--- config.mk ---
export PLATFORM = sky130hd
export DESIGN_NAME = map_irq_hub
export DESIGN_NICKNAME = d
export VERILOG_FILES = /design/src/rtl/map_irq_pkg.sv /design/src/rtl/irq_hub_tmr.sv /design/src/rtl/map_irq_hub.sv
export SDC_FILE = /design/constraint.sdc
export NUM_CORES = 1
export LEC_CHECK = 0
export BUFFER_PORTS_ARGS = -buffer_cell sky130_fd_sc_hd__buf_4
export CORE_AREA = 3 3 76 78
export CTS_CLUSTER_SIZE = 30
export DETAILED_ROUTE_END_ITERATION = 6
export DIE_AREA = 0 0 79 81
export PLACE_DENSITY = 0.79
export SETUP_SLACK_MARGIN = 0.1
export SYNTH_ARGS = -nofsm -noshare
export SYNTH_HDL_FRONTEND = slang
export SYNTH_SLANG_ARGS = --single-unit
--- constraint.sdc ---
create_clock -name clk -period 4 [get_ports clk]
set_input_delay 0.2 -clock clk [delete_from_list [all_inputs] [get_ports clk]]
set_output_delay 0.2 -clock clk [all_outputs]
set_load 0.01 [all_outputs]
--- src/rtl/map_irq_pkg.sv ---
// map_irq_pkg
// Shared constants and helpers for the mapper IRQ hub.
//   - Register indices inside the hub window (REG_MASK .. REG_VEC)
//   - ctrl register bit positions (timer enable, auto reload)
//   - Save-state base address (used only when IRQ_HUB_SST_EN is defined)
//   - TMR_W: timer width, fixed at 16
//   - prio_idx(): lowest-set-bit encoder for the vector readback
// Optional build macro: IRQ_HUB_SST_EN adds the save-state bus type.

package map_irq_pkg;

    localparam int TMR_W = 16;

    localparam logic [3:0] REG_MASK   = 4'd0;
    localparam logic [3:0] REG_PEND   = 4'd1;
    localparam logic [3:0] REG_RLD_LO = 4'd2;
    localparam logic [3:0] REG_RLD_HI = 4'd3;
    localparam logic [3:0] REG_CTRL   = 4'd4;
    localparam logic [3:0] REG_VEC    = 4'd5;

    localparam int CTRL_ON   = 0;
    localparam int CTRL_AUTO = 1;

    localparam logic [7:0] SST_BASE = 8'd24;

`ifdef IRQ_HUB_SST_EN
    typedef struct packed {
        logic       act_mc;
        logic       we_reg;
        logic [7:0] addr;
    } sst_bus_t;
`endif

    // Scanning from the top down lets the lowest set bit overwrite the rest.
    function automatic logic [2:0] prio_idx(input logic [7:0] req);
        logic [2:0] idx;
        idx = 3'd0;
        for (int i = 7; i >= 0; i--) begin
            if (req[i])
                idx = 3'(i);
        end
        return idx;
    endfunction

endpackage

--- src/rtl/irq_hub_tmr.sv ---
// irq_hub_tmr
// CPU-cycle timer for the IRQ hub: detects rising edges of cpu_m2, counts a
// 16-bit down counter, reloads it and raises a one-clk fire pulse.
// Ports:
//   clk, rst          clock, synchronous active-high reset
//   cpu_m2            CPU M2 phase; rising edge is the timer tick
//   wr_rld_lo/hi      write reload low/high byte from wdata
//   ld_ctr            load counter with {wdata, reload low byte}
//   wr_ctrl           write ctrl bits (tmr_on, tmr_auto) from wdata
//   wdata             write data byte
//   reload            reload value readback
//   tmr_on, tmr_auto  ctrl readback
//   fire              one-clk pulse when the counter expires
//   (IRQ_HUB_SST_EN)  suspend, wr_ctr_lo/hi restore inputs, ctr readback

module irq_hub_tmr
    import map_irq_pkg::*;
#(
    parameter int TMR_W = map_irq_pkg::TMR_W
) (
    input  logic             clk,
    input  logic             rst,
    input  logic             cpu_m2,
    input  logic             wr_rld_lo,
    input  logic             wr_rld_hi,
    input  logic             ld_ctr,
    input  logic             wr_ctrl,
    input  logic [7:0]       wdata,
`ifdef IRQ_HUB_SST_EN
    input  logic             suspend,
    input  logic             wr_ctr_lo,
    input  logic             wr_ctr_hi,
    output logic [TMR_W-1:0] ctr,
`endif
    output logic [TMR_W-1:0] reload,
    output logic             tmr_on,
    output logic             tmr_auto,
    output logic             fire
);

`ifndef IRQ_HUB_SST_EN
    logic [TMR_W-1:0] ctr;
    logic             suspend;
    logic             wr_ctr_lo;
    logic             wr_ctr_hi;

    assign suspend   = 1'b0;
    assign wr_ctr_lo = 1'b0;
    assign wr_ctr_hi = 1'b0;
`endif

    logic m2_d;
    logic tick;
    logic run;

    // A counter load on the same clk as a tick swallows that tick entirely.
    assign tick = cpu_m2 & ~m2_d;
    assign run  = tick & tmr_on & ~suspend & ~ld_ctr;
    assign fire = run & (ctr == '0);

    always_ff @(posedge clk) begin
        if (rst) begin
            m2_d     <= cpu_m2;
            ctr      <= '0;
            reload   <= '0;
            tmr_on   <= 1'b0;
            tmr_auto <= 1'b0;
        end else begin
            m2_d <= cpu_m2;

            if (wr_rld_lo)
                reload[7:0] <= wdata;
            if (wr_rld_hi)
                reload[15:8] <= wdata;

            if (ld_ctr) begin
                ctr <= {wdata, reload[7:0]};
            end else if (wr_ctr_lo || wr_ctr_hi) begin
                if (wr_ctr_lo)
                    ctr[7:0] <= wdata;
                if (wr_ctr_hi)
                    ctr[15:8] <= wdata;
            end else if (run) begin
                ctr <= fire ? reload : ctr - TMR_W'(1);
            end

            // One-shot mode disarms itself on expiry; the counter keeps the
            // reload value so a later re-enable starts a fresh period.
            if (wr_ctrl) begin
                tmr_on   <= wdata[CTRL_ON];
                tmr_auto <= wdata[CTRL_AUTO];
            end else if (fire && !tmr_auto) begin
                tmr_on <= 1'b0;
            end
        end
    end

endmodule

--- src/rtl/map_irq_hub.sv ---
// map_irq_hub
// Shares the mapper CPU IRQ line between SRC_NUM external requesters plus a
// built-in CPU-cycle timer (bit index SRC_NUM). Per-source mask, edge-set
// pending latch, write-1-to-clear acknowledge and a priority vector readback.
// Ports:
//   clk, map_rst   clock, synchronous active-high reset
//   cpu_m2         CPU M2 phase (timer tick on rising edge)
//   cpu_m3, cpu_rw register strobe qualifier and read/write (0 = write)
//   reg_addr       register index: 0 mask, 1 pending, 2/3 reload lo/hi,
//                  4 ctrl, 5 vector, others read 8'hFF
//   cpu_data       write data
//   irq_src        level requests; a rising edge latches a pending bit
//   reg_do         combinational readback
//   irq            registered IRQ to the pin driver
// Optional build macro: IRQ_HUB_SST_EN adds sst (save-state bus) and sst_di.

module map_irq_hub
    import map_irq_pkg::*;
#(
    parameter int SRC_NUM = 4,
    parameter int TMR_W   = map_irq_pkg::TMR_W
) (
    input  logic               clk,
    input  logic               map_rst,
    input  logic               cpu_m2,
    input  logic               cpu_m3,
    input  logic               cpu_rw,
    input  logic [3:0]         reg_addr,
    input  logic [7:0]         cpu_data,
    input  logic [SRC_NUM-1:0] irq_src,
`ifdef IRQ_HUB_SST_EN
    input  sst_bus_t           sst,
    output logic [7:0]         sst_di,
`endif
    output logic [7:0]         reg_do,
    output logic               irq
);

    logic               wr;
    logic               reg_wr;
    logic               hold;
    logic [7:0]         mask;
    logic [7:0]         pend;
    logic [7:0]         act;
    logic [7:0]         set_vec;
    logic [7:0]         ack_vec;
    logic [SRC_NUM-1:0] src_d;
    logic [SRC_NUM-1:0] rise;
    logic               mask_wr;
    logic               t_rld_lo;
    logic               t_rld_hi;
    logic               t_ld_ctr;
    logic               t_ctrl;
    logic               tmr_on;
    logic               tmr_auto;
    logic               tmr_fire;
    logic [TMR_W-1:0]   tmr_reload;

    assign wr   = cpu_m3 & ~cpu_rw;
    assign rise = irq_src & ~src_d;
    assign act  = pend & mask;

`ifdef IRQ_HUB_SST_EN
    localparam logic [7:0] PEND_VALID = 8'((9'd1 << (SRC_NUM + 1)) - 9'd1);

    logic             sst_wr;
    logic             pend_ld;
    logic             t_ctr_lo;
    logic             t_ctr_hi;
    logic [TMR_W-1:0] tmr_ctr;

    assign hold   = sst.act_mc;
    assign sst_wr = sst.act_mc & cpu_m3 & sst.we_reg;
`else
    assign hold = 1'b0;
`endif

    // While a save-state restore is active, normal register writes are
    // ignored and the restore port drives the same storage instead.
    always_comb begin
        reg_wr   = wr & ~hold;
        mask_wr  = reg_wr && (reg_addr == REG_MASK);
        ack_vec  = (reg_wr && (reg_addr == REG_PEND)) ? cpu_data : 8'h00;
        t_rld_lo = reg_wr && (reg_addr == REG_RLD_LO);
        t_rld_hi = reg_wr && (reg_addr == REG_RLD_HI);
        t_ld_ctr = reg_wr && (reg_addr == REG_RLD_HI);
        t_ctrl   = reg_wr && (reg_addr == REG_CTRL);
`ifdef IRQ_HUB_SST_EN
        pend_ld  = 1'b0;
        t_ctr_lo = 1'b0;
        t_ctr_hi = 1'b0;
        if (sst_wr) begin
            case (sst.addr)
                SST_BASE:         mask_wr  = 1'b1;
                SST_BASE + 8'd1:  pend_ld  = 1'b1;
                SST_BASE + 8'd2:  t_rld_lo = 1'b1;
                SST_BASE + 8'd3:  t_rld_hi = 1'b1;
                SST_BASE + 8'd4:  t_ctr_lo = 1'b1;
                SST_BASE + 8'd5:  t_ctr_hi = 1'b1;
                SST_BASE + 8'd6:  t_ctrl   = 1'b1;
                default:          ;
            endcase
        end
`endif
    end

    always_comb begin
        set_vec              = 8'h00;
        set_vec[SRC_NUM-1:0] = rise;
        set_vec[SRC_NUM]     = tmr_fire;
    end

    // Set has priority over acknowledge so a request arriving in the same
    // clk as its ack is never lost. irq follows pend/mask one clk later.
    always_ff @(posedge clk) begin
        if (map_rst) begin
            src_d <= irq_src;
            mask  <= 8'h00;
            pend  <= 8'h00;
            irq   <= 1'b0;
        end else begin
            src_d <= irq_src;
            irq   <= |act;
            if (mask_wr)
                mask <= cpu_data;
`ifdef IRQ_HUB_SST_EN
            if (pend_ld)
                pend <= cpu_data & PEND_VALID;
            else if (!hold)
                pend <= (pend & ~ack_vec) | set_vec;
`else
            pend <= (pend & ~ack_vec) | set_vec;
`endif
        end
    end

    irq_hub_tmr #(
        .TMR_W (TMR_W)
    ) u_tmr (
        .clk       (clk),
        .rst       (map_rst),
        .cpu_m2    (cpu_m2),
        .wr_rld_lo (t_rld_lo),
        .wr_rld_hi (t_rld_hi),
        .ld_ctr    (t_ld_ctr),
        .wr_ctrl   (t_ctrl),
        .wdata     (cpu_data),
`ifdef IRQ_HUB_SST_EN
        .suspend   (hold),
        .wr_ctr_lo (t_ctr_lo),
        .wr_ctr_hi (t_ctr_hi),
        .ctr       (tmr_ctr),
`endif
        .reload    (tmr_reload),
        .tmr_on    (tmr_on),
        .tmr_auto  (tmr_auto),
        .fire      (tmr_fire)
    );

    always_comb begin
        case (reg_addr)
            REG_MASK:   reg_do = mask;
            REG_PEND:   reg_do = pend;
            REG_RLD_LO: reg_do = tmr_reload[7:0];
            REG_RLD_HI: reg_do = tmr_reload[15:8];
            REG_CTRL:   reg_do = {6'b0, tmr_auto, tmr_on};
            REG_VEC:    reg_do = {|act, 4'b0, prio_idx(act)};
            default:    reg_do = 8'hFF;
        endcase
    end

`ifdef IRQ_HUB_SST_EN
    always_comb begin
        case (sst.addr)
            SST_BASE:         sst_di = mask;
            SST_BASE + 8'd1:  sst_di = pend;
            SST_BASE + 8'd2:  sst_di = tmr_reload[7:0];
            SST_BASE + 8'd3:  sst_di = tmr_reload[15:8];
            SST_BASE + 8'd4:  sst_di = tmr_ctr[7:0];
            SST_BASE + 8'd5:  sst_di = tmr_ctr[15:8];
            SST_BASE + 8'd6:  sst_di = {6'b0, tmr_auto, tmr_on};
            default:          sst_di = 8'hFF;
        endcase
    end
`endif

endmodule

---- Word-level counts from Yosys, hierarchy flattened ----
Index checks and enable logic that the tools add are counted.
word-level totals
  register bits after elaboration ......... 56
  latch bits .............................. 0
  bits in writable memories ............... 0
  ROM bits ................................ 0
  input port bits ......................... 21
  output and inout bits ................... 9
  logic and storage cells ................. 57
  memories kept ........................... 0
operators by class
  $add $sub $neg .......................... 1
  $mul .................................... 0
  div/mod/pow operators ................... 0
  magnitude comparators ................... 0
  eq/ne operators ......................... 5
  shift-type cells ........................ 0
  mux-type cells .......................... 15
  bitwise gates (word level) .............. 14
  reductions and logical operators ........ 12
operator list
  kind                                                                    number
  16-bit 2-to-1 mux                                                       3
  8-bit case mux with 6 select lines                                      1
  3-bit 2-to-1 mux                                                        8
  8-bit AND                                                               2
  16-bit logical NOT                                                      1
  16-bit by 1-bit subtractor with 16-bit output (second input constant)   1
  4-bit by 2-bit equality test with 1-bit output (second input constant)  2
  4-bit by 3-bit equality test with 1-bit output (second input constant)  2
  8-bit 2-to-1 mux                                                        1
  8-bit NOT                                                               1
  8-bit by 5-bit bitwise OR with 8-bit output                             1
  8-bit OR reduction                                                      1
  1-bit logical AND                                                       6
  1-bit AND                                                               5
  4-bit AND                                                               1
  4-bit by 1-bit equality test with 1-bit output (second input constant)  1
  4-bit logical NOT                                                       1
  4-bit NOT                                                               1
  2-bit nonzero test                                                      2
  1-bit NOT                                                               3
  1-bit 2-to-1 mux                                                        2
  1-bit logical NOT                                                       1

---- Logic depth before layout (Yosys ltp) ----
  word-level depth ........................ 10
  depth in mapped cells ................... 8
  gate-level depth less buffers ........... 7

---- Modules after synthesis ----
From an unflattened synthesis, not the netlist that was laid out.
unflattened totals
  cell total of the unflattened synthesis .. 364
  area, all modules ....................... 3078.0 um2
modules (own cells, without submodules)
  module       times used  cells each  area each (um2)
  irq_hub_tmr  1           212         1921.8
  map_irq_hub  1           152         1156.1

---- Worst setup path before layout ----
No wires, ideal clock.
  kind .................................... reg-to-reg
  start point ............................. reg u_tmr.ctr[10]
  end point ............................... reg u_tmr.tmr_on
  setup time .............................. 131 ps
  arrival time ............................ 1742 ps
  path slack .............................. 2128 ps
  cell stages (with the launch flop) ...... 6
  buffers on the path ..................... 0
  period minus slack after synthesis ...... 1872 ps
  cells stage by stage .................... dfxtp_1 or3_1 or3_4 or3_4 o311ai_4 a21oi_2
on the way
  cells in the longest elaborated chain, start to end .. 4
ends and longest elaborated chain
  element                              line               RTL
  start, declared                      irq_hub_tmr.sv:42  logic [TMR_W-1:0] ctr;
  start signal, assigned               irq_hub_tmr.sv:77  ctr <= {wdata, reload[7:0]};
  start signal, assigned               irq_hub_tmr.sv:82  ctr[15:8] <= wdata;
  start signal, assigned               irq_hub_tmr.sv:84  ctr <= fire ? reload : ctr - TMR_W'(1);
  16-bit logical NOT                   irq_hub_tmr.sv:59  assign fire = run & (ctr == '0);
  1-bit AND                            irq_hub_tmr.sv:59
  1-bit logical AND                    irq_hub_tmr.sv:92  end else if (fire && !tmr_auto) begin
  2-bit nonzero test (no source line)  n/a
  end signal, assigned                 irq_hub_tmr.sv:90  tmr_on <= wdata[CTRL_ON];
  end, declared                        irq_hub_tmr.sv:36  output logic tmr_on,
Every way passes these cells.
A chain may end at the register's enable or synchronous reset.

---- Final worst setup path ----
  start point ............................. reg u_tmr.ctr[0]
  end point ............................... reg u_tmr.ctr[1]
on the way
  cells in the longest elaborated chain, start to end .. 5
  elaborated cells on any way between the ends .. 6
  classes of those cells .................. add/sub (1); mux (3); bitwise (1); reduce/logical (1)
ends and longest elaborated chain
  element                                                                                line               RTL
  start signal, assigned                                                                 irq_hub_tmr.sv:77
  start signal, assigned                                                                 irq_hub_tmr.sv:80  ctr[7:0] <= wdata;
  start signal, assigned                                                                 irq_hub_tmr.sv:84
  branches (longest 2 deep; another with 16-bit by 1-bit subtractor with 16-bit output)  n/a
  16-bit 2-to-1 mux (*)                                                                  irq_hub_tmr.sv:84
  16-bit 2-to-1 mux (*)                                                                  irq_hub_tmr.sv:83  end else if (run) begin
  16-bit 2-to-1 mux (*)                                                                  irq_hub_tmr.sv:76  if (ld_ctr) begin
Mark *: on every way between the ends. The select of a mux whose other input is x is not followed.

==> qor.yml <==
sta:
  slew_viol_final: 0
  post-route-min-period_ps: 2407
  setup_viol: 0
  finClkSkew_ps: 18.01
  finalHoldViolCount: 0
  worst_pin_slew_ps: 1153
  tns_ps: 0
  period_share: 0.6017
  relSlewSlack: 0.2283
  rsz0062_at_grt: "no"
  fin_ws_ps: 1593
  max_freq_ghz: 0.4155
placed_design:
  gp_congestion: 0.9061
  dp_hpwl_um: 5683
  place_ws_ps: 1613
  portBuffers: 29
clocking:
  root_buffer: "clkbuf_8"
  cts_resized: 0
  numCtsBuffers: 5
  clock-sinks: 56
  clock_latency_ps: 330
  cts_hold_buf: 5
  cts.path.max_buffers: 2
  cts.htree.levels: 2
  clk_pin_slew_ps: 120
  cts_tree: "yes"
  cts_setup_buffers: 0
yosys:
  yosysMostFrequentCell: "dfxtp_1"
  yosysSeqAreaShare: 0.3669
  synth-edff-count: 0
  ys_top_cells_by_count: "dfxtp_1, a21oi_1, nand2_1, nor2_1, nand3_1"
  yosys-top-cells-area: "dfxtp_1, a21oi_1, nand2_1"
  synth_cell_types: 59
  yosys_warnings: 0
  netlist_area_um2: 3055
  synth-seq-cells: 56
  syn_nets: 401
  synthCells: 378
  synth_area_per_cell_um2: 8.083
  async_flop_share: 0
  synth_ff_type: "dfxtp_1"
  synth_largest_area_cell: "dfxtp_1"
  synth_top_area_share: 0.3669
finish:
  diodes: 0
  nNetsFinal: 418
  synthToLayoutAreaGrowth_pct: 11.43
  drive_gt1_frac: 0.1414
  multi_input_area_um2: 1785
  seqCellArea_um2: 1121
  fin_util: 0.6624
  nFillCells: 468
floorplan:
  die_x_um: 79
  die-area_um2: 6399
  core_um2: 5140
  rows: 26
  start_util: 0.5944
  boundaryPins: 30
  die_h_um: 81
detailed_routing:
  via_count: 2935
  wl_per_cell_um: 17.28
  ant_nets: 0
  post-route-drc-count: 0
  drtPass1Iterations: 6
  drt_iter0_markers: 279
  finalWirelength_um: 8051
  avgViaCountPerCell: 6.298
worst_setup_path:
  worstPathRequired_ps: 4210
  end_kind: "flop"
  r2r_slack_ps: 1590
  crit_type: "flop to flop"
  crit_fanout: 12
  reg2reg_depth: 7
  start_kind: "flop"
  arrival_ps: 2620
status:
  outcome: "finished, final reports clean"
min_path:
  min_path_type: "input pin to flop"
  whs_path_depth: 2
grt:
  grt_max_degree: 54
  track_usage: 0.2629
  antenna_found_initial: 0
  globalRoute.totalOverflow: 0
  grt_pass1_vias: 2669
  grt_pass1_wl_um: 13230
power:
  peakVddDrop_mv: 0.2138
  p_leak_uw: 0.001304
  power.density_nw_per_um2: 308.9
run:
  cap_viol_max_count: 0
## cell usage in the layout (no fill, tap or decap), drive strengths merged, types with 3 or more instances in the layout
master and instances:
dfxtp 56, a21oi 47, nand2 44, buf 30, nor2 29, nand3 20
o21ai 18, inv 13, mux2i 11, nand2b 10, nor3 9, a21boi 7
a221oi 7, or3 7, mux2 6, nor2b 6, nand3b 6, o32ai 5
clkbuf 5, dlygate4sd3 5, nor3b 5, a31oi 4, a22oi 3, nor4 3
## path summary, 6_finish.rpt
path                                        from                to
worst max-delay path                u_tmr.ctr[0]      u_tmr.ctr[1]
worst min-delay path                 cpu_data[7]           pend[7]
worst max register to register      u_tmr.ctr[0]      u_tmr.ctr[1]
worst min register to register  u_tmr.reload[14]  u_tmr.reload[14]
## final cells by class
| class | instances | area share |
|---|---|---|
| Multi-Input combinational cell | 287 | 0.5244 |
| Tap cell | 70 | 0.02573 |
| Timing Repair Buffer | 35 | 0.08085 |
| Clock buffer | 5 | 0.02021 |
| Inverter | 10 | 0.01103 |
| Clock inverter | 3 | 0.008453 |
| Sequential cell | 56 | 0.3293 |
## flip-flops by register name (all words and copies together), names as in the netlist
register and count:
u_tmr.m2_d 1, u_tmr.reload 16, u_tmr.tmr_on 1, src_d 4, irq 1, u_tmr.tmr_auto 1, u_tmr.ctr 16, pend 8
mask 8
## through the flow
step	power [uW]	hold slack, ps	instance area, um^2	cells
2_1_floorplan	664.5	227.7	3055	378
3_3_place_gp	708.3	313.8	3257	453
3_5_place_dp	709.6	317.0	3257	453
4_1_cts	1052	59.35	3405	466
5_1_grt	1090	49.44	3405	466
6_report	1052	63.63	3405	466
## per-layer routing
layer | global-route usage | routed length [um] | up-vias
met1 | 0.3693 | 3594 | 1404
met4 | 0.05326 | 108 | 0
met2 | 0.4158 | 3749 | 107
li1 | - | - | 1412
met5 | 0 | 0 | -
met3 | 0.05987 | 598 | 12
## power breakdown
group | switching [uW] | internal, uW
combinational | 76.0 | 53.4
clock | 215 | 133
sequential | 8.10 | 566
total | 299 | 753
## kinds of logic after synthesis
logic type                 count (synthesis)  share of synthesized area
buffers and inverters                     35                    0.04873
and+or+nand+nor                          152                     0.2699
xor gates and xnor gates                   2                   0.005734
AOI/OAI and AO/OA                        114                     0.2424
adders and majority gates                  2                   0.008189
DFF                                       56                     0.3669
muxes                                     17                    0.05815
## worst max-delay path, cell delays in order (launching register included)
cell and delay [ps]:
dfxtp_1 390, inv_1 110, ha_1 140, nor4b_2 360, nand4_1 590, nand3_1 270, o21ai_0 160, a221oi_1 270
Power figures use the tool's default switching activity.
